--- config.mk ---
export PLATFORM = sky130hd
export DESIGN_NAME = spi_flash_responder
export DESIGN_NICKNAME = d
export VERILOG_FILES = /design/src/rtl/spi_flash_responder_pkg.sv /design/src/rtl/spi_pin_sync.sv /design/src/rtl/spi_flash_responder.sv
export SDC_FILE = /design/constraint.sdc
export NUM_CORES = 1
export LEC_CHECK = 0
export ABC_AREA = 1
export CELL_PAD_IN_SITES_DETAIL_PLACEMENT = 0
export CELL_PAD_IN_SITES_GLOBAL_PLACEMENT = 2
export CORE_AREA = 10 10 158 160
export CTS_BUF_LIST = sky130_fd_sc_hd__clkbuf_4 sky130_fd_sc_hd__clkbuf_8
export DETAILED_ROUTE_END_ITERATION = 10
export DIE_AREA = 0 0 168 170
export GPL_TIMING_DRIVEN = 0
export PLACE_DENSITY_LB_ADDON = 0.1
export SLEW_MARGIN = 20
export SYNTH_ARGS = -nofsm -noshare
export SYNTH_HDL_FRONTEND = slang
export SYNTH_HIERARCHICAL = 1
export SYNTH_SLANG_ARGS = --single-unit
--- constraint.sdc ---
create_clock -name i_clk -period 3.7 [get_ports i_clk]
set_input_delay 0.74 -clock i_clk [delete_from_list [all_inputs] [get_ports i_clk]]
set_output_delay 0.74 -clock i_clk [all_outputs]
set_load 0.01 [all_outputs]
--- src/rtl/spi_flash_responder_pkg.sv ---
// Shared command codes, FSM state encoding and the JEDEC ID byte selector
// for the SPI flash responder.
package spi_flash_responder_pkg;

  localparam logic [7:0] CMD_READ = 8'h03;
  localparam logic [7:0] CMD_RDID = 8'h9f;

  typedef enum logic [2:0] {
    IDLE   = 3'd0,
    CMD    = 3'd1,
    ADDR   = 3'd2,
    DATA   = 3'd3,
    ID     = 3'd4,
    IGNORE = 3'd5
  } state_e;

  // RDID streams the ID MSB byte first; idx cycles 0,1,2.
  function automatic logic [7:0] id_byte(input logic [23:0] id, input logic [1:0] idx);
    case (idx)
      2'd0:    id_byte = id[23:16];
      2'd1:    id_byte = id[15:8];
      default: id_byte = id[7:0];
    endcase
  endfunction

endpackage

--- src/rtl/spi_pin_sync.sv ---
// Two-flop synchronisers for the asynchronous SPI pins plus registered
// edge pulses; MOSI is delayed to line up with the SCK rise pulse.
module spi_pin_sync (
  input  logic i_clk,
  input  logic i_reset_n,
  input  logic i_sck,
  input  logic i_cs_n,
  input  logic i_mosi,
  output logic o_sck_rise,
  output logic o_sck_fall,
  output logic o_cs_rise,
  output logic o_cs_fall,
  output logic o_cs_n,
  output logic o_mosi
);

  logic [2:0] sck_q;
  logic [2:0] cs_q;
  logic [1:0] mosi_q;
  logic       sck_rise_q, sck_fall_q, cs_rise_q, cs_fall_q, cs_n_q, mosi_out_q;

  // CS_n resets low so that a frame already in progress cannot arm the FSM.
  always_ff @(posedge i_clk) begin
    if (!i_reset_n) begin
      sck_q      <= '0;
      cs_q       <= '0;
      mosi_q     <= '0;
      sck_rise_q <= 1'b0;
      sck_fall_q <= 1'b0;
      cs_rise_q  <= 1'b0;
      cs_fall_q  <= 1'b0;
      cs_n_q     <= 1'b0;
      mosi_out_q <= 1'b0;
    end else begin
      sck_q      <= {sck_q[1:0], i_sck};
      cs_q       <= {cs_q[1:0], i_cs_n};
      mosi_q     <= {mosi_q[0], i_mosi};
      sck_rise_q <= sck_q[1] & ~sck_q[2];
      sck_fall_q <= ~sck_q[1] & sck_q[2];
      cs_rise_q  <= cs_q[1] & ~cs_q[2];
      cs_fall_q  <= ~cs_q[1] & cs_q[2];
      cs_n_q     <= cs_q[1];
      mosi_out_q <= mosi_q[1];
    end
  end

  assign o_sck_rise = sck_rise_q;
  assign o_sck_fall = sck_fall_q;
  assign o_cs_rise  = cs_rise_q;
  assign o_cs_fall  = cs_fall_q;
  assign o_cs_n     = cs_n_q;
  assign o_mosi     = mosi_out_q;

endmodule

--- src/rtl/spi_flash_responder.sv ---
// Flash-side SPI responder: decodes READ/RDID from oversampled pins and
// serves bytes MSB-first, fetching READ data through a one-deep req/ack port.
module spi_flash_responder
  import spi_flash_responder_pkg::*;
#(
  parameter int unsigned AW       = 24,
  parameter logic [23:0] JEDEC_ID = 24'hef4018
) (
  input  logic          i_clk,
  input  logic          i_reset_n,
  input  logic          i_sck,
  input  logic          i_cs_n,
  input  logic          i_mosi,
  output logic          o_miso,
  output logic          o_miso_oe,
  output logic          o_rd_stb,
  output logic [AW-1:0] o_rd_addr,
  input  logic          i_rd_ack,
  input  logic [7:0]    i_rd_data,
  output logic          o_underrun
);

  localparam int unsigned    NB        = AW / 8;
  localparam int unsigned    BCW       = (NB > 1) ? $clog2(NB) : 1;
  localparam logic [BCW-1:0] LAST_BYTE = BCW'(NB - 1);

  logic sck_rise, sck_fall, cs_rise, cs_fall, cs_n_s, mosi_s;

  spi_pin_sync u_sync (
    .i_clk      (i_clk),
    .i_reset_n  (i_reset_n),
    .i_sck      (i_sck),
    .i_cs_n     (i_cs_n),
    .i_mosi     (i_mosi),
    .o_sck_rise (sck_rise),
    .o_sck_fall (sck_fall),
    .o_cs_rise  (cs_rise),
    .o_cs_fall  (cs_fall),
    .o_cs_n     (cs_n_s),
    .o_mosi     (mosi_s)
  );

  state_e         state_q;
  logic           armed_q;
  logic [2:0]     bit_cnt_q;
  logic [BCW-1:0] byte_cnt_q;
  logic [6:0]     rx_q;
  logic [AW-1:0]  addr_q;
  logic [7:0]     tx_q;
  logic [1:0]     id_idx_q;
  logic           miso_q, oe_q, rd_stb_q, underrun_q;
  logic [AW-1:0]  rd_addr_q;
  logic [7:0]     data_q;
  logic           pend_q, pend_d, have_q, have_d;
  logic [1:0]     drop_q, drop_d;

  logic          ack_drop, ack_take, last_addr_bit, load_evt, issue, abandon;
  logic [7:0]    cmd_byte, id_cur, load_byte;
  logic [AW-1:0] addr_full;

  assign cmd_byte      = {rx_q, mosi_s};
  assign addr_full     = {addr_q[AW-2:0], mosi_s};
  assign id_cur        = id_byte(JEDEC_ID, id_idx_q);
  assign load_byte     = (state_q == ID) ? id_cur : (have_q ? data_q : 8'hff);
  assign last_addr_bit = !cs_rise && sck_rise && (state_q == ADDR) &&
                         (bit_cnt_q == 3'd7) && (byte_cnt_q == LAST_BYTE);
  assign load_evt      = !cs_rise && sck_fall && (state_q == DATA) && (bit_cnt_q == 3'd0);
  assign issue         = last_addr_bit | load_evt;

  // The memory answers every strobe once, in order. A request abandoned by an
  // underrun or by CS_n rising still owes an ack; drop_q counts those so the
  // stale ack is swallowed instead of being taken as the next byte.
  assign ack_drop = i_rd_ack && (drop_q != 2'd0);
  assign ack_take = i_rd_ack && !ack_drop && pend_q;
  assign abandon  = (cs_rise | load_evt) & pend_q & ~ack_take;

  always_comb begin
    drop_d = drop_q;
    if (ack_drop && !abandon) begin
      drop_d = drop_q - 2'd1;
    end else if (abandon && !ack_drop && (drop_q != 2'd3)) begin
      drop_d = drop_q + 2'd1;
    end
    pend_d = pend_q;
    have_d = have_q;
    if (ack_take) begin
      pend_d = 1'b0;
      have_d = 1'b1;
    end
    if (cs_rise || load_evt) begin
      pend_d = 1'b0;
      have_d = 1'b0;
    end
    if (issue) begin
      pend_d = 1'b1;
      have_d = 1'b0;
    end
  end

  always_ff @(posedge i_clk) begin
    if (!i_reset_n) begin
      state_q    <= IDLE;
      armed_q    <= 1'b0;
      bit_cnt_q  <= 3'd0;
      byte_cnt_q <= '0;
      rx_q       <= '0;
      addr_q     <= '0;
      tx_q       <= '0;
      id_idx_q   <= 2'd0;
      miso_q     <= 1'b0;
      oe_q       <= 1'b0;
      rd_stb_q   <= 1'b0;
      rd_addr_q  <= '0;
      underrun_q <= 1'b0;
      data_q     <= '0;
      pend_q     <= 1'b0;
      have_q     <= 1'b0;
      drop_q     <= 2'd0;
    end else begin
      pend_q   <= pend_d;
      have_q   <= have_d;
      drop_q   <= drop_d;
      rd_stb_q <= 1'b0;
      if (ack_take) data_q <= i_rd_data;
      if (cs_n_s) armed_q <= 1'b1;

      // CS_n rising beats any SCK edge seen in the same cycle.
      if (cs_rise) begin
        state_q   <= IDLE;
        bit_cnt_q <= 3'd0;
        oe_q      <= 1'b0;
        miso_q    <= 1'b0;
      end else begin
        if (cs_fall && armed_q && (state_q == IDLE)) begin
          state_q   <= CMD;
          bit_cnt_q <= 3'd0;
        end

        if (sck_rise && (state_q != IDLE)) begin
          bit_cnt_q <= bit_cnt_q + 3'd1;
          case (state_q)
            CMD: begin
              rx_q <= cmd_byte[6:0];
              if (bit_cnt_q == 3'd7) begin
                byte_cnt_q <= '0;
                id_idx_q   <= 2'd0;
                if (cmd_byte == CMD_READ)      state_q <= ADDR;
                else if (cmd_byte == CMD_RDID) state_q <= ID;
                else                           state_q <= IGNORE;
              end
            end
            ADDR: begin
              addr_q <= addr_full;
              if (bit_cnt_q == 3'd7) begin
                if (byte_cnt_q == LAST_BYTE) begin
                  state_q   <= DATA;
                  rd_stb_q  <= 1'b1;
                  rd_addr_q <= addr_full;
                end else begin
                  byte_cnt_q <= byte_cnt_q + BCW'(1);
                end
              end
            end
            default: ;
          endcase
        end

        // Mode 0: MISO changes on the fall, a new byte loads when bit_cnt is 0.
        if (sck_fall && ((state_q == DATA) || (state_q == ID))) begin
          if (bit_cnt_q == 3'd0) begin
            oe_q   <= 1'b1;
            miso_q <= load_byte[7];
            tx_q   <= {load_byte[6:0], 1'b0};
            if (state_q == DATA) begin
              if (!have_q) underrun_q <= 1'b1;
              addr_q    <= addr_q + AW'(1);
              rd_stb_q  <= 1'b1;
              rd_addr_q <= addr_q + AW'(1);
            end else begin
              id_idx_q <= (id_idx_q == 2'd2) ? 2'd0 : id_idx_q + 2'd1;
            end
          end else begin
            miso_q <= tx_q[7];
            tx_q   <= {tx_q[6:0], 1'b0};
          end
        end
      end
    end
  end

  assign o_miso     = miso_q;
  assign o_miso_oe  = oe_q;
  assign o_rd_stb   = rd_stb_q;
  assign o_rd_addr  = rd_addr_q;
  assign o_underrun = underrun_q;

endmodule
Yosys cells after proc, flatten, opt, wreduce, memory -nomap -nowiden
Cells that the tools add are included.
{ "op_classes": {"eq_ne": 14, "n_bitwise": 16, "n_reduce_logical": 38, "add_sub_neg": 6, "muxes": 50} }
{ "ops": {"columns": ["op", "n"], "rows": [
  ["24-bit 2-to-1 mux", 12],
  ["24-bit by 1-bit adder with 24-bit output, second input constant", 1],
  ["2-bit 2-to-1 mux", 12],
  ["3-bit 2-to-1 mux", 8],
  ["8-bit 2-to-1 mux", 3],
  ["1-bit logical AND", 17],
  ["8-bit one-hot mux with 2 select lines", 1],
  ["1-bit 2-to-1 mux", 12],
  ["8-bit by 2-bit equality test with 1-bit output, second input constant", 1],
  ["8-bit equality test, second input constant", 1],
  ["1-bit inverter", 8],
  ["2-bit nonzero test", 4],
  ["2-bit by 1-bit adder with 2-bit output, second input constant", 3],
  ["1-bit bitwise AND", 6],
  ["3-bit by 2-bit equality test with 1-bit output, second input constant", 2],
  ["3-bit equality test, second input constant", 2],
  ["3-bit zero test", 2],
  ["2-bit inequality test, second input constant", 3],
  ["3-bit one-hot mux with 2 select lines", 1],
  ["6-bit AND reduction", 1],
  ["3-bit nonzero test", 2],
  ["5-bit AND reduction", 1],
  ["2-bit equality test, second input constant", 2],
  ["2-bit one-hot mux with 2 select lines", 1],
  ["other kinds (13)", 18]
]} }
{ "totals": {"out_inout_bits": 28, "reg_bits": 104, "in_bits": 14, "wordCells": 150} }

Longest topological paths before layout
Gate-level depths: netlist (run 1).
{ "depth": {"word_depth": 11, "mapped_depth": 13, "mapped_depth_nobuf": 12} }

Modules after synthesis
Netlist (run 1), hierarchy kept.
{ "modules_own_cells": {"columns": ["module", "cells_each", "instances", "seq_area_each_um2", "area_each_um2"], "rows": [
  ["spi_flash_responder", 798, 1, 1781.7, 5006.1],
  ["spi_pin_sync", 38, 1, 260.2, 371.6]
]} }

Least setup slack after synthesis (run 1)
No wires, ideal clock.
{ "synth_timing": {"path_type": "register to register", "startpoint": "register bit_cnt_q[0]", "endpoint": "register addr_q[9]", "slack_ps": 2095, "stages_incl_launch_ff": 11, "t_arrival_ps": 1483, "path_buffers": 2, "synth_period_minus_slack_ps": 1605, "setup_ps": 122, "cell_sequence": "dfxtp_1 inv_1 ha_1 inv_1 nor2_1 nand4_1 buf_2 clkbuf_1 o21ai_0 a21oi_1 o22ai_1"} }
{ "synth_between": {"elab_chain_len": 3} }
{ "synth_lines": {"columns": ["item", "line_no", "text"], "rows": [
  ["start: declaration", "spi_flash_responder.sv:45", "logic [2:0] bit_cnt_q;"],
  ["start signal: assignment", "spi_flash_responder.sv:140", "bit_cnt_q <= bit_cnt_q + 3'd1;"],
  ["3-bit zero test", "spi_flash_responder.sv:170", "if (bit_cnt_q == 3'd0) begin"],
  ["24-bit 2-to-1 mux", "spi_flash_responder.sv:170", null],
  ["24-bit 2-to-1 mux", "spi_flash_responder.sv:169", "if (sck_fall && ((state_q == DATA) || (state_q == ID))) begin"],
  ["end signal: assignment", "spi_flash_responder.sv:153", "addr_q <= addr_full;"],
  ["end signal: assignment", "spi_flash_responder.sv:176", "addr_q <= addr_q + AW'(1);"],
  ["end: declaration", "spi_flash_responder.sv:48", "logic [AW-1:0] addr_q;"]
]} }
Every way passes these cells.
A chain may end at the register's enable or synchronous reset.

==> results of run 1 <==
## where the power goes
part	switching, W	total [W]	internal, W
Clock	0.000475	0.000757	0.000282
Combinational	0.0000566	0.0000904	0.0000337
Sequential	0.00000784	0.00112	0.00111
## sequential cells by signal, indices dropped and copies added (netlist names), 2 cells and up
signal,cells
u_sync/mosi_q,2
byte_cnt_q,2
id_idx_q,2
bit_cnt_q,3
addr_q,24
drop_q,2
tx_q,7
u_sync/cs_q,3
u_sync/sck_q,3
data_q,8
rx_q,7
state_q,3
o_rd_addr,24
## layer usage
metal,vias to the layer above,GRT usage,routed length (microns)
met5,-,0,0
met3,16,0.0187,688
li1,2818,-,-
met1,2570,0.172,9160
met4,0,0.0416,269
met2,103,0.224,9000
## synthesized netlist by cell type, drive strengths merged
master	count	area, sq um
clkbuf	19	71.3
a21o	1	7.51
nor3	7	51.3
nand4	13	81.3
ha	5	62.6
o21ai	83	415
xor2	1	8.76
nand3	75	380
nand3b	2	15.0
o21a	2	15.0
a31oi	4	25.0
o22ai	3	18.8
dfxtp	102	2040
nor2	89	367
nand2	239	905
o211ai	21	158
nor4	1	6.26
clkinv	1	3.75
a21oi	52	268
buf	19	113
inv	97	364
## per-stage QoR
| stage | power [W] | utilization | instances | worst slack (ns) | cell area, sq um |
|---|---|---|---|---|---|
| after global routing | 0.00205 | 0.292 | 1173 | 1.09 | 6340 |
| after CTS | 0.00201 | 0.292 | 1173 | 1.19 | 6340 |
| after detailed placement | 0.00123 | 0.283 | 1157 | 0.756 | 6140 |
| final | 0.00196 | 0.292 | 1173 | 1.23 | 6340 |
| after global placement | 0.00123 | 0.283 | 1157 | 0.744 | 6140 |
| after floorplan | 0.00119 | - | 836 | 2.10 | 5380 |
## worst max path at each step
| stage | end | slack (ns) | cells after the start | startpoint |
|---|---|---|---|---|
| floorplan | addr_q[9] | 2.10 | 10 | bit_cnt_q[0] |
| global placement | tx_q[7] | 0.74 | 5 | i_reset_n |
| detailed placement | o_rd_addr[8] | 0.76 | 5 | i_reset_n |
| CTS | o_rd_addr[8] | 1.19 | 5 | i_reset_n |
| global route | o_rd_addr[8] | 1.09 | 5 | i_reset_n |
| finish | o_rd_addr[8] | 1.23 | 5 | i_reset_n |
## critical path, stage by stage
cell,delay [ns]
clkdlybuf4s50_1,0.60
clkbuf_1,0.51
clkbuf_1,0.60
o21ai_0,0.21
a21oi_1,0.15
## logic make-up after synthesis
logic type                 Yosys count
buffers and inverters              136
xor gates and xnor gates             1
AOI/OAI and AO/OA                  166
DFF                                102
and+or+nand+nor                    426
adders and majority gates            5
## layout make-up
type	instances	area share
plain buffers	38	0.0290
clock buffers	10	0.0217
clock inverters	6	0.00987
inverters	98	0.0580
multi-input cells	598	0.439
flip-flops and latches	102	0.322
well taps	280	0.0553
repair buffers	41	0.0647
==> flow_metrics.env, run 1 <==
export IMPL_cts_tree="done"
export IMPL_grt_max_degree=20
export IMPL_hold_violations=0
export IMPL_wl_per_cell_microns=16.3
export IMPL_grt_use_total=0.133
export IMPL_syn_area_sq_mm=0.00538
export IMPL_syn_to_final_growth_pct=17.9
export IMPL_place_congestion=0.848
export IMPL_path_class="in -> reg"
export IMPL_port_buffer_count=41
export IMPL_hpwl_mm=14.1
export IMPL_rows=54
export IMPL_synthAdderAreaFrac=0.0116
export IMPL_wl_mm=19.1
export IMPL_fin_crit_sh=0.667
export IMPL_gr_total_overflow=0
export IMPL_worst_slew_pin_slew_ns=0.737
export IMPL_syn_nets=855
export IMPL_synth_seq_cells=102
export IMPL_avgSynthCellArea_sq_um=6.43
export IMPL_slew_headroom=0.509
export IMPL_grt_pass1_wl_mm=30.3
export IMPL_multi_input_area_sq_mm=0.00278
export IMPL_final_hold_worst_slack_ns=0.422
export IMPL_synth_compound_area_share=0.169
export IMPL_initial_core_util=0.248
export IMPL_cts_resized=0
export IMPL_grt_pass1_vias=5323
export IMPL_yosys_warnings=6
export IMPL_r2r_slack_ns=1.50
export IMPL_mostFrequentLayoutCells="nand2_1 (236), dfxtp_1 (102), inv_1 (95)"
export IMPL_postCtsHoldBufs=0
export IMPL_hp_class="reg -> reg"
export IMPL_p_per_area_mw_per_mm2=310
export IMPL_synthSimpleGateAreaFrac=0.336
export IMPL_n_fill_cell=2415
export IMPL_worst_endpoint_required_ns=4.05
export IMPL_worstSetupStartpointType="input pin"
export IMPL_htreeDepth=3
export IMPL_final_min_clock_period_ns=2.47
export IMPL_drive_gt1_frac=0.0582
export IMPL_rsz0062_at_grt="false"
export IMPL_ios=42
export IMPL_ys_types=32
export IMPL_synthCells=836
export IMPL_fmax_mhz=405
export IMPL_ant_nets=0
export IMPL_ys_seq_area_frac=0.380
export IMPL_drtPass1Iterations=5
export IMPL_r2r_cells=10
export IMPL_p_leak_nw=2.67
export IMPL_grt_antenna_before_repair=0
export IMPL_layout_nets=907
export IMPL_r2r_end="addr_q[16]"
export IMPL_arrival_ns=2.81
export IMPL_whs_path_depth=2
export IMPL_num_vias=5507
export IMPL_hold_start="u_sync/mosi_q[0]"
export IMPL_cts_inserted_buffers=9
export IMPL_synthMuxAreaShare=0
export IMPL_final_common_cell="nand2_1"
export IMPL_synth_xor_area_frac=0.00163
export IMPL_fin_skew_ns=0.0141
export IMPL_fp_dieW_microns=168
export IMPL_via_per_inst=4.69
export IMPL_setup_viol=0
export IMPL_core_area_sq_mm=0.0217
export IMPL_die_area_sq_mm=0.0286
export IMPL_clk_pin_slew_worst_paths_ns=0.12
export IMPL_clock_sinks=102
export IMPL_maxCapViolations=0
export IMPL_drc=0
export IMPL_status="finished clean"
export IMPL_fp_dieH_microns=170
export IMPL_crit_fanout=10
export IMPL_hold_path_end="u_sync/mosi_q[1]"
export IMPL_diodes=0
export IMPL_seqCellArea_sq_mm=0.00204
export IMPL_maxSlewViolCount=0
export IMPL_tns_ns=0
export IMPL_synth_top_family_by_area="simple AND/OR/NAND/NOR gates"
export IMPL_clock_latency_ns=0.40
export IMPL_peakVddDrop_mv=0.135
export IMPL_end_kind="register"
export IMPL_cts_buffer_depth=2
export IMPL_cts_root_buf="clkbuf_8"
export IMPL_first_iter_violations=372
export IMPL_postCtsSetupBuffers=0
export IMPL_r2r_start="bit_cnt_q[0]"
Power figures use the tool's default switching activity.
==> run 2, diff against run 1 <==
- clock period: 3.7 -> 2.03 ns (I/O delays scaled with it)
==> run 2 against run 1 <==
Sequential power grew 81%. Clock skew fell by 0.0021 ns. Largest power group unchanged. Cell count about the same. Critical path depth rose by 6. Critical endpoint is now o_rd_addr[2]. Non-clock buffer count rose by 1. First-iteration DRC count shrank 3.0%.
==> flow_metrics.env, run 2 (synthesis results as in run 1) <==
export IMPL_worstPathCellList="ha_1 -> ha_1 -> nand2_1 -> inv_2 -> nand3_2 -> buf_6 -> buf_8 -> o21ai_0 -> nand3_1 -> nand2_1 -> nor2_1"
export IMPL_cts_buffer_depth=2
export IMPL_hp_class="reg -> reg"
export IMPL_ant_nets=0
export IMPL_r2r_cells=11
export IMPL_slew_headroom=0.590
export IMPL_postCtsHoldBufs=0
export IMPL_cts_root_buf="clkbuf_8"
export IMPL_power_w=0.00359
export IMPL_combPwrFrac=0.046
export IMPL_peakVddDrop_mv=0.249
export IMPL_wl_mm=19.2
export IMPL_clk_pin_slew_worst_paths_ns=0.12
export IMPL_clock_sinks=102
export IMPL_gr_total_overflow=0
export IMPL_dp_cells=1157
export IMPL_path_class="reg -> reg"
export IMPL_ios=42
export IMPL_status="finished clean"
export IMPL_slowest_stage="dfxtp_1"
export IMPL_rows=54
export IMPL_first_iter_violations=361
export IMPL_end_kind="register"
export IMPL_setup_viol=0
export IMPL_hpwl_mm=14.1
export IMPL_crit_fanout=10
export IMPL_layout_nets=908
export IMPL_critical_path_max_stage_delay_ns=0.36
export IMPL_worst_endpoint_required_ns=2.34
export IMPL_r2r_start="bit_cnt_q[1]"
export IMPL_fp_dieH_microns=170
export IMPL_p_sw_w=0.000990
export IMPL_htreeDepth=3
export IMPL_fin_skew_ns=0.0121
export IMPL_die_area_sq_mm=0.0286
export IMPL_grt_max_degree=20
export IMPL_p_per_area_mw_per_mm2=560
export IMPL_final_common_cell="nand2_1"
export IMPL_wl_per_cell_microns=16.4
export IMPL_hold_path_end="u_sync/mosi_q[1]"
export IMPL_r2r_end="o_rd_addr[2]"
export IMPL_pwr_share_seq=0.567
export IMPL_diodes=0
export IMPL_drtPass1Iterations=5
export IMPL_drc=0
export IMPL_drive_gt1_frac=0.0817
export IMPL_r2r_slack_ns=0.13
export IMPL_grt_pass1_wl_mm=30.3
export IMPL_rsz0062_at_grt="false"
export IMPL_final_cells=1174
export IMPL_initial_core_util=0.248
export IMPL_port_buffer_count=41
export IMPL_hold_violations=0
export IMPL_fmax_mhz=526
export IMPL_clock_latency_ns=0.40
export IMPL_via_per_inst=4.72
export IMPL_worst_slew_pin_slew_ns=0.616
export IMPL_grt_pass1_vias=5323
export IMPL_p_leak_nw=2.71
export IMPL_fp_dieW_microns=168
export IMPL_finish_utilization=0.295
export IMPL_grt_use_total=0.133
export IMPL_arrival_ns=2.21
export IMPL_cts_tree="done"
export IMPL_power_frac_clock=0.387
export IMPL_syn_to_final_growth_pct=19.1
export IMPL_core_area_sq_mm=0.0217
export IMPL_maxSlewViolCount=0
export IMPL_cts_inserted_buffers=9
export IMPL_postCtsSetupBuffers=0
export IMPL_num_vias=5545
export IMPL_final_min_clock_period_ns=1.90
export IMPL_fin_crit_sh=0.937
export IMPL_grt_antenna_before_repair=0
export IMPL_maxCapViolations=0
export IMPL_hold_start="u_sync/mosi_q[0]"
export IMPL_intPower_w=0.00260
export IMPL_worstSetupStartpointType="register"
export IMPL_whs_path_depth=2
export IMPL_place_congestion=0.848
export IMPL_mostFrequentLayoutCells="nand2_1 (236), dfxtp_1 (101), inv_1 (94)"
export IMPL_swShare=0.276
[run 2: changes by cell type in the layout (fill, tap and decap cells not counted), sizes merged]
| cell | previous run | this run |
|---|---|---|
| buf | 19 | 18 |
| clkbuf | 29 | 31 |
[run 2: worst max path at each step]
stage / to / cells past startpoint / from
after floorplan: addr_q[9] / 10 / bit_cnt_q[0]
after global placement: tx_q[7] / 5 / i_reset_n
after detailed placement: o_rd_addr[8] / 5 / i_reset_n
after CTS: rx_q[2] / 5 / i_reset_n
after global routing: addr_q[1] / 5 / u_sync/o_cs_rise
final: o_rd_addr[2] / 11 / bit_cnt_q[1]
[run 2: area by class of cell]
| type | instances | area, sq um |
|---|---|---|
| clock inverters | 6 | 62.6 |
| repair buffers | 42 | 415 |
| plain buffers | 38 | 219 |
| multi-input cells | 598 | 2810 |
| inverters | 98 | 368 |
| well taps | 280 | 350 |
| fillers | 2418 | 15300 |
| clock buffers | 10 | 138 |
| flip-flops and latches | 102 | 2040 |
[run 2: repair_timing]
action | in CTS | in global routing
setup endpoints to repair | 35 | 50
pin swaps | 0 | 0
resized for setup | 8 | 27
gates cloned | 0 | 1
hold endpoints to repair | 0 | 0
[run 2: power groups by stage]
stage | combinational, W | sequential (W) | clock (W)
2_1_floorplan | 0.0000848 | 0.00208 | 0
6_report | 0.000166 | 0.00203 | 0.00139
5_1_grt | 0.000186 | 0.00204 | 0.00151
3_3_place_gp | 0.000167 | 0.00208 | 0
3_5_place_dp | 0.000168 | 0.00208 | 0
4_1_cts | 0.000169 | 0.00203 | 0.00145
[run 2: worst max-delay path, delay by kind of cell, from the launching register on]
| family | cells | cell delay [ns] |
|---|---|---|
| fa+ha+maj | 2 | 0.35 |
| simple gates | 5 | 0.46 |
| buf+inv | 3 | 0.46 |
| compound gates | 1 | 0.18 |
| flops | 1 | 0.36 |
[run 2: routing by layer]
layer | routed length (microns) | vias up | part of all wire | track usage
li1 | - | 2821 | - | -
met1 | 9310 | 2616 | 0.48 | 0.172
met5 | 0 | - | 0 | 0
met2 | 9080 | 92 | 0.47 | 0.224
met4 | 270 | 0 | 0.014 | 0.0416
met3 | 566 | 16 | 0.029 | 0.0187
[run 2: through the flow]
| step | hold WS [ns] | worst slack [ns] | cell area (sq um) | setup TNS, ns |
|---|---|---|---|---|
| floorplan | 0.390 | 0.425 | 5380 | 0 |
| global placement | 0.397 | -0.592 | 6140 | -27.19 |
| detailed placement | 0.400 | -0.580 | 6140 | -26.54 |
| CTS | 0.424 | 0.0125 | 6350 | 0 |
| global route | 0.456 | 0.000249 | 6410 | 0 |
| finish | 0.422 | 0.127 | 6410 | 0 |
==> variant 1, RTL diff (flow settings as in run 2) <==
Re-encode `state_e` (6 states) as one-hot, 6 bits wide.
--- a/src/rtl/spi_flash_responder_pkg.sv
+++ b/src/rtl/spi_flash_responder_pkg.sv
@@ -7,9 +7,9 @@
 
-  typedef enum logic [2:0] {
-    IDLE   = 3'd0,
-    CMD    = 3'd1,
-    ADDR   = 3'd2,
-    DATA   = 3'd3,
-    ID     = 3'd4,
-    IGNORE = 3'd5
+  typedef enum logic [5:0] {
+    IDLE   = 6'b000001,
+    CMD    = 6'b000010,
+    ADDR   = 6'b000100,
+    DATA   = 6'b001000,
+    ID     = 6'b010000,
+    IGNORE = 6'b100000
   } state_e;
Check against the original RTL: no difference found for any inputs over 10 cycles, from zero or initial values and one cycle with i_reset_n low; not proved beyond that.
==> variant 1 against run 2 <==
- wire length is 7.4% higher
- die area is the same
- clock skew is 0.00090 ns higher
- power increased by 4.5%
- core utilization is 1.2 points higher
- sequential cell count rose by 3
- area after synthesis grew 3.9%
- via count grew 1.6%
- setup slack lost 0.0014 ns
- final area up 4.2%
- largest power group unchanged
==> variant 1: results (changes against run 2) <==
skew_ns: 0.0130  # +0.000898 ns
detail_route.wl_per_cell_um: 16.9  # +3.3%
status: "finished, final reports clean"
antenna_found_initial: 0  # unchanged
h-tree-depth: 3  # unchanged
grt_pass1_vias: 5591  # +5.0%
crit_family: "simple AND/OR/NAND/NOR gates"
synth_area_per_cell_um2: 6.34  # -1.4%
root_buffer: "clkbuf_8"
ys_seq_area_share_pct: 37.6  # -0.34 points
crit_arrival_ns: 2.26  # +0.05 ns
via_per_inst: 4.61  # -2.3%
final_nets: 955  # +5.2%
finalNonFillerCells: 1221  # +4.0%
antenna_cells: 0  # unchanged
tightestPinTransition_ns: 0.705  # +0.0889 ns
dpl_cell_area_mm2: 0.00635  # +3.4%
ir_drop_mv: 0.289  # +16%
first_iter_violations: 338  # -6.4%
synth_flop_cell: "dfxtp_1"
synth.area.top_cells: "dfxtp_1 38%, nand2_1 20%, nor2_1 6.9%"
syn-num-nets: 900  # +5.3%
worstPathMaxFanout: 7  # -3
hpwl_mm: 15.1  # +6.8%
cpPeakStageDelay_ns: 0.44  # +0.08 ns
clk_latency_ns: 0.41
synth_cell_types: 39  # +22%
portBuffers: 41  # unchanged
whs_ns: 0.421  # -0.000910 ns
cts_buffers: 9  # unchanged
power.internal_mw: 2.74  # +5.5%
grt_pass1_wl_mm: 32.3  # +6.7%
place_congestion: 0.822  # -3.2%
drive_gt1_share_pct: 8.08  # -0.089 points
grt_usage_pct: 14.5  # +1.2 points
first_pass_iters: 5  # unchanged
dpl_worst_slack_ns: -1.31  # -0.727 ns
synth_warnings: 6  # unchanged
yosys-top-cells-count: "305 x nand2_1, 105 x dfxtp_1, 102 x nor2_1, 85 x inv_1, 70 x nand3_1"
period_share_pct: 93.8  # about the same
p_leak_nw: 2.99  # +10%
slowest_stage: "dfxtp_1"
variant 1: cell types whose count changed after synthesis, moves of 4 or more:
cell      before  now
nor3_1         5    1
o21bai_1       0    5
inv_1         95   85
o211ai_1      21    4
a31oi_1        4    0
a21oi_1       50   34
nand3_1       74   70
nor2_1        80  102
o21ai_0       83   61
clkbuf_1      19   11
nand2_1      236  305
nand4_1       13   28
variant 1: cells by family after synthesis:
family          share of synthesized area (%)
buf+inv                                  9.27
xor+xnor                                0.627
compound gates                           10.8
flops                                    37.6
simple gates                             40.5
fa+ha+maj                                1.12
variant 1: path summary, 6_finish.rpt:
check / from / end / cells past startpoint
worst max-delay path: addr_q[2] / o_rd_addr[15] / 8
worst min register to register: u_sync/sck_q[0] / u_sync/sck_q[1] / 2
worst min-delay path: u_sync/sck_q[0] / u_sync/sck_q[1] / 2
worst max register to register: addr_q[2] / o_rd_addr[15] / 8
variant 1: area by class of cell:
class                      instances  area (µm²)
buffer                            32         219
clock buffer                      10         131
clock inverter                     6        81.3
fill                            2455       15000
inverter                          90         343
multi-input combinational        654        3010
sequential                       105        2100
tap                              280         350
timing repair buffer              44         433
variant 1: routing by layer:
layer  share of wire [%]  vias up  track usage [%]
li1                    -     2931                -
met1                  48     2607             18.3
met2                  48       80             24.7
met3                 3.4       14             2.88
met4                 1.1        0             3.29
met5                   0        -                0
variant 1: power by group through the flow:
stage          clock network (mW)  logic [mW]  registers, mW
6_report                     1.51       0.158           2.07
5_1_grt                      1.65       0.175           2.08
4_1_cts                      1.58       0.161           2.08
3_5_place_dp                    0       0.157           2.12
3_3_place_gp                    0       0.159           2.12
2_1_floorplan                   0      0.0718           2.12
variant 1: what timing repair did:
action / 4_1_cts / 5_1_grt
setup endpoints to repair: 77 / 55
setup buffers: 0 / 3
gates resized for setup: 24 / 16
pin swaps: 0 / 0
==> variant 2, RTL diff (config.mk and constraints of run 2) <==
Without the edit above. The parameter `AW` goes from 24 to 12.
--- a/src/rtl/spi_flash_responder.sv
+++ b/src/rtl/spi_flash_responder.sv
@@ -5,3 +5,3 @@
 #(
-  parameter int unsigned AW       = 24,
+  parameter int unsigned AW       = 12,
   parameter logic [23:0] JEDEC_ID = 24'hef4018
Ports: changed (resized o_rd_addr); port bits go from 42 to 30. No check against the original RTL was run, so the function may have changed too.
==> variant 2 against run 2 <==
- wire length decreased by 31%
- sequential cell count decreased by 26
- area after synthesis decreased by 32%
- clock skew decreased by 0.0012 ns
- power decreased by 19%
- final area decreased by 29%
- sequential share of layout area increased by 1.6 points
- sequential power decreased by 26%
- setup slack improved by 0.10 ns
- clock power decreased by 8%
==> variant 2: results (changes against run 2) <==
route.met2.wl_mm: 5.82  # -36%
route.met3.wl_um: 587  # +3.7%
multi_input_area_share_pct: 40.8  # -3.1 points
first_iter_violations: 207  # -43%
vias: 3546  # -36%
synth_cell_types: 29  # -9.4%
nonClockBufferCount: 52  # -35%
use_met3_pct: 2.35  # +0.48 points
dp.cells: 854  # -26%
grt_max_degree: 16  # -20%
use_met1_pct: 12.4  # -4.7 points
global_route.usage.met2_pct: 14.9  # -7.5 points
dpl_cell_area_mm2: 0.00428  # -30%
drive_gt1_share_pct: 8.81  # +0.65 points
skew_ns: 0.0108  # -0.00125 ns
ctsResizeCount: 7  # -1
final_util_pct: 21.0  # -8.6 points
buf_share_pct: 9.14  # -0.76 points
syn-num-nets: 563  # -34%
final_area_mm2: 0.00455  # -29%
hpwl_mm: 9.52  # -32%
final_nets: 603  # -34%
fillers: 2455  # +1.5%
synth_area_per_cell_um2: 6.68  # +3.8%
grt_pass1_vias: 3609  # -32%
final-clk-cell-share_pct: 4.57  # +1.4 points
drt_wl_total_mm: 13.2  # -31%
clk_latency_ns: 0.38  # -0.02 ns
first_pass_iters: 4  # -1
m1WireLength_mm: 6.59  # -29%
grt_pass1_wl_mm: 21.2  # -30%
relSlewSlack_pct: 61.2  # +2.2 points
cpPeakStageDelay_ns: 0.39  # +0.03 ns
crit_arrival_ns: 2.08  # -0.13 ns
synth.area.top_cells: "dfxtp_1 42%, nand2_1 16%, o21ai_0 8.1%"
n_clock_buffer: 9  # -1
p_leak_nw: 1.73  # -36%
grt_usage_pct: 9.53  # -3.8 points
ys_seq_area_share_pct: 41.8  # +3.8 points
multi_input_cells: 395  # -34%
status: "finished, final reports clean"
variant 2: cell types whose count changed after synthesis, moves of 4 or more:
| cell | change |
|---|---|
| buf_2 | -4 |
| clkbuf_1 | -7 |
| dfxtp_1 | -26 |
| inv_1 | -48 |
| nand2_1 | -85 |
| nand3_1 | -28 |
| nand4_1 | -9 |
| nor2_1 | -34 |
| o211ai_1 | -18 |
| o21ai_0 | -24 |
variant 2: worst max-delay path: cells and delay by family (launching register included):
kind,cells,cell delay [ns]
flip-flops,1,0.39
AO/OA/AOI/OAI,1,0.19
AND/OR/NAND/NOR,3,0.27
buffers and inverters,4,0.66
adder cells (fa/ha/maj),1,0.19
variant 2: stage by stage:
stage	TNS (ns)	total power [mW]
final	0	2.89
after global routing	0	3.03
after CTS	-0.00951	2.97
after detailed placement	-20.06	1.64
after global placement	-19.56	1.64
after floorplan	0	1.58
variant 2: report_power, final:
group / internal [mW] / leakage [nW] / switching (mW)
logic: 0.0375 / 1.02 / 0.0626
registers: 1.50 / 0.614 / 0.00770
clock network: 0.590 / 0.102 / 0.690
total: 2.13 / 1.73 / 0.760
variant 2: worst paths after layout:
path | slack, ns | to | cells past startpoint | start
max | 0.23 | o_underrun | 9 | bit_cnt_q[0]
min | 0.42 | u_sync/mosi_q[1] | 2 | u_sync/mosi_q[0]
max reg2reg | 0.23 | o_underrun | 9 | bit_cnt_q[0]
min reg2reg | 0.42 | u_sync/mosi_q[1] | 2 | u_sync/mosi_q[0]
variant 2: cells by family after synthesis:
family | Yosys count | synth area share (%)
buf+inv | 74 | 8.22
fa+ha+maj | 4 | 1.38
simple gates | 271 | 31.4
flops | 76 | 41.8
xor+xnor | 2 | 0.481
compound gates | 118 | 16.7
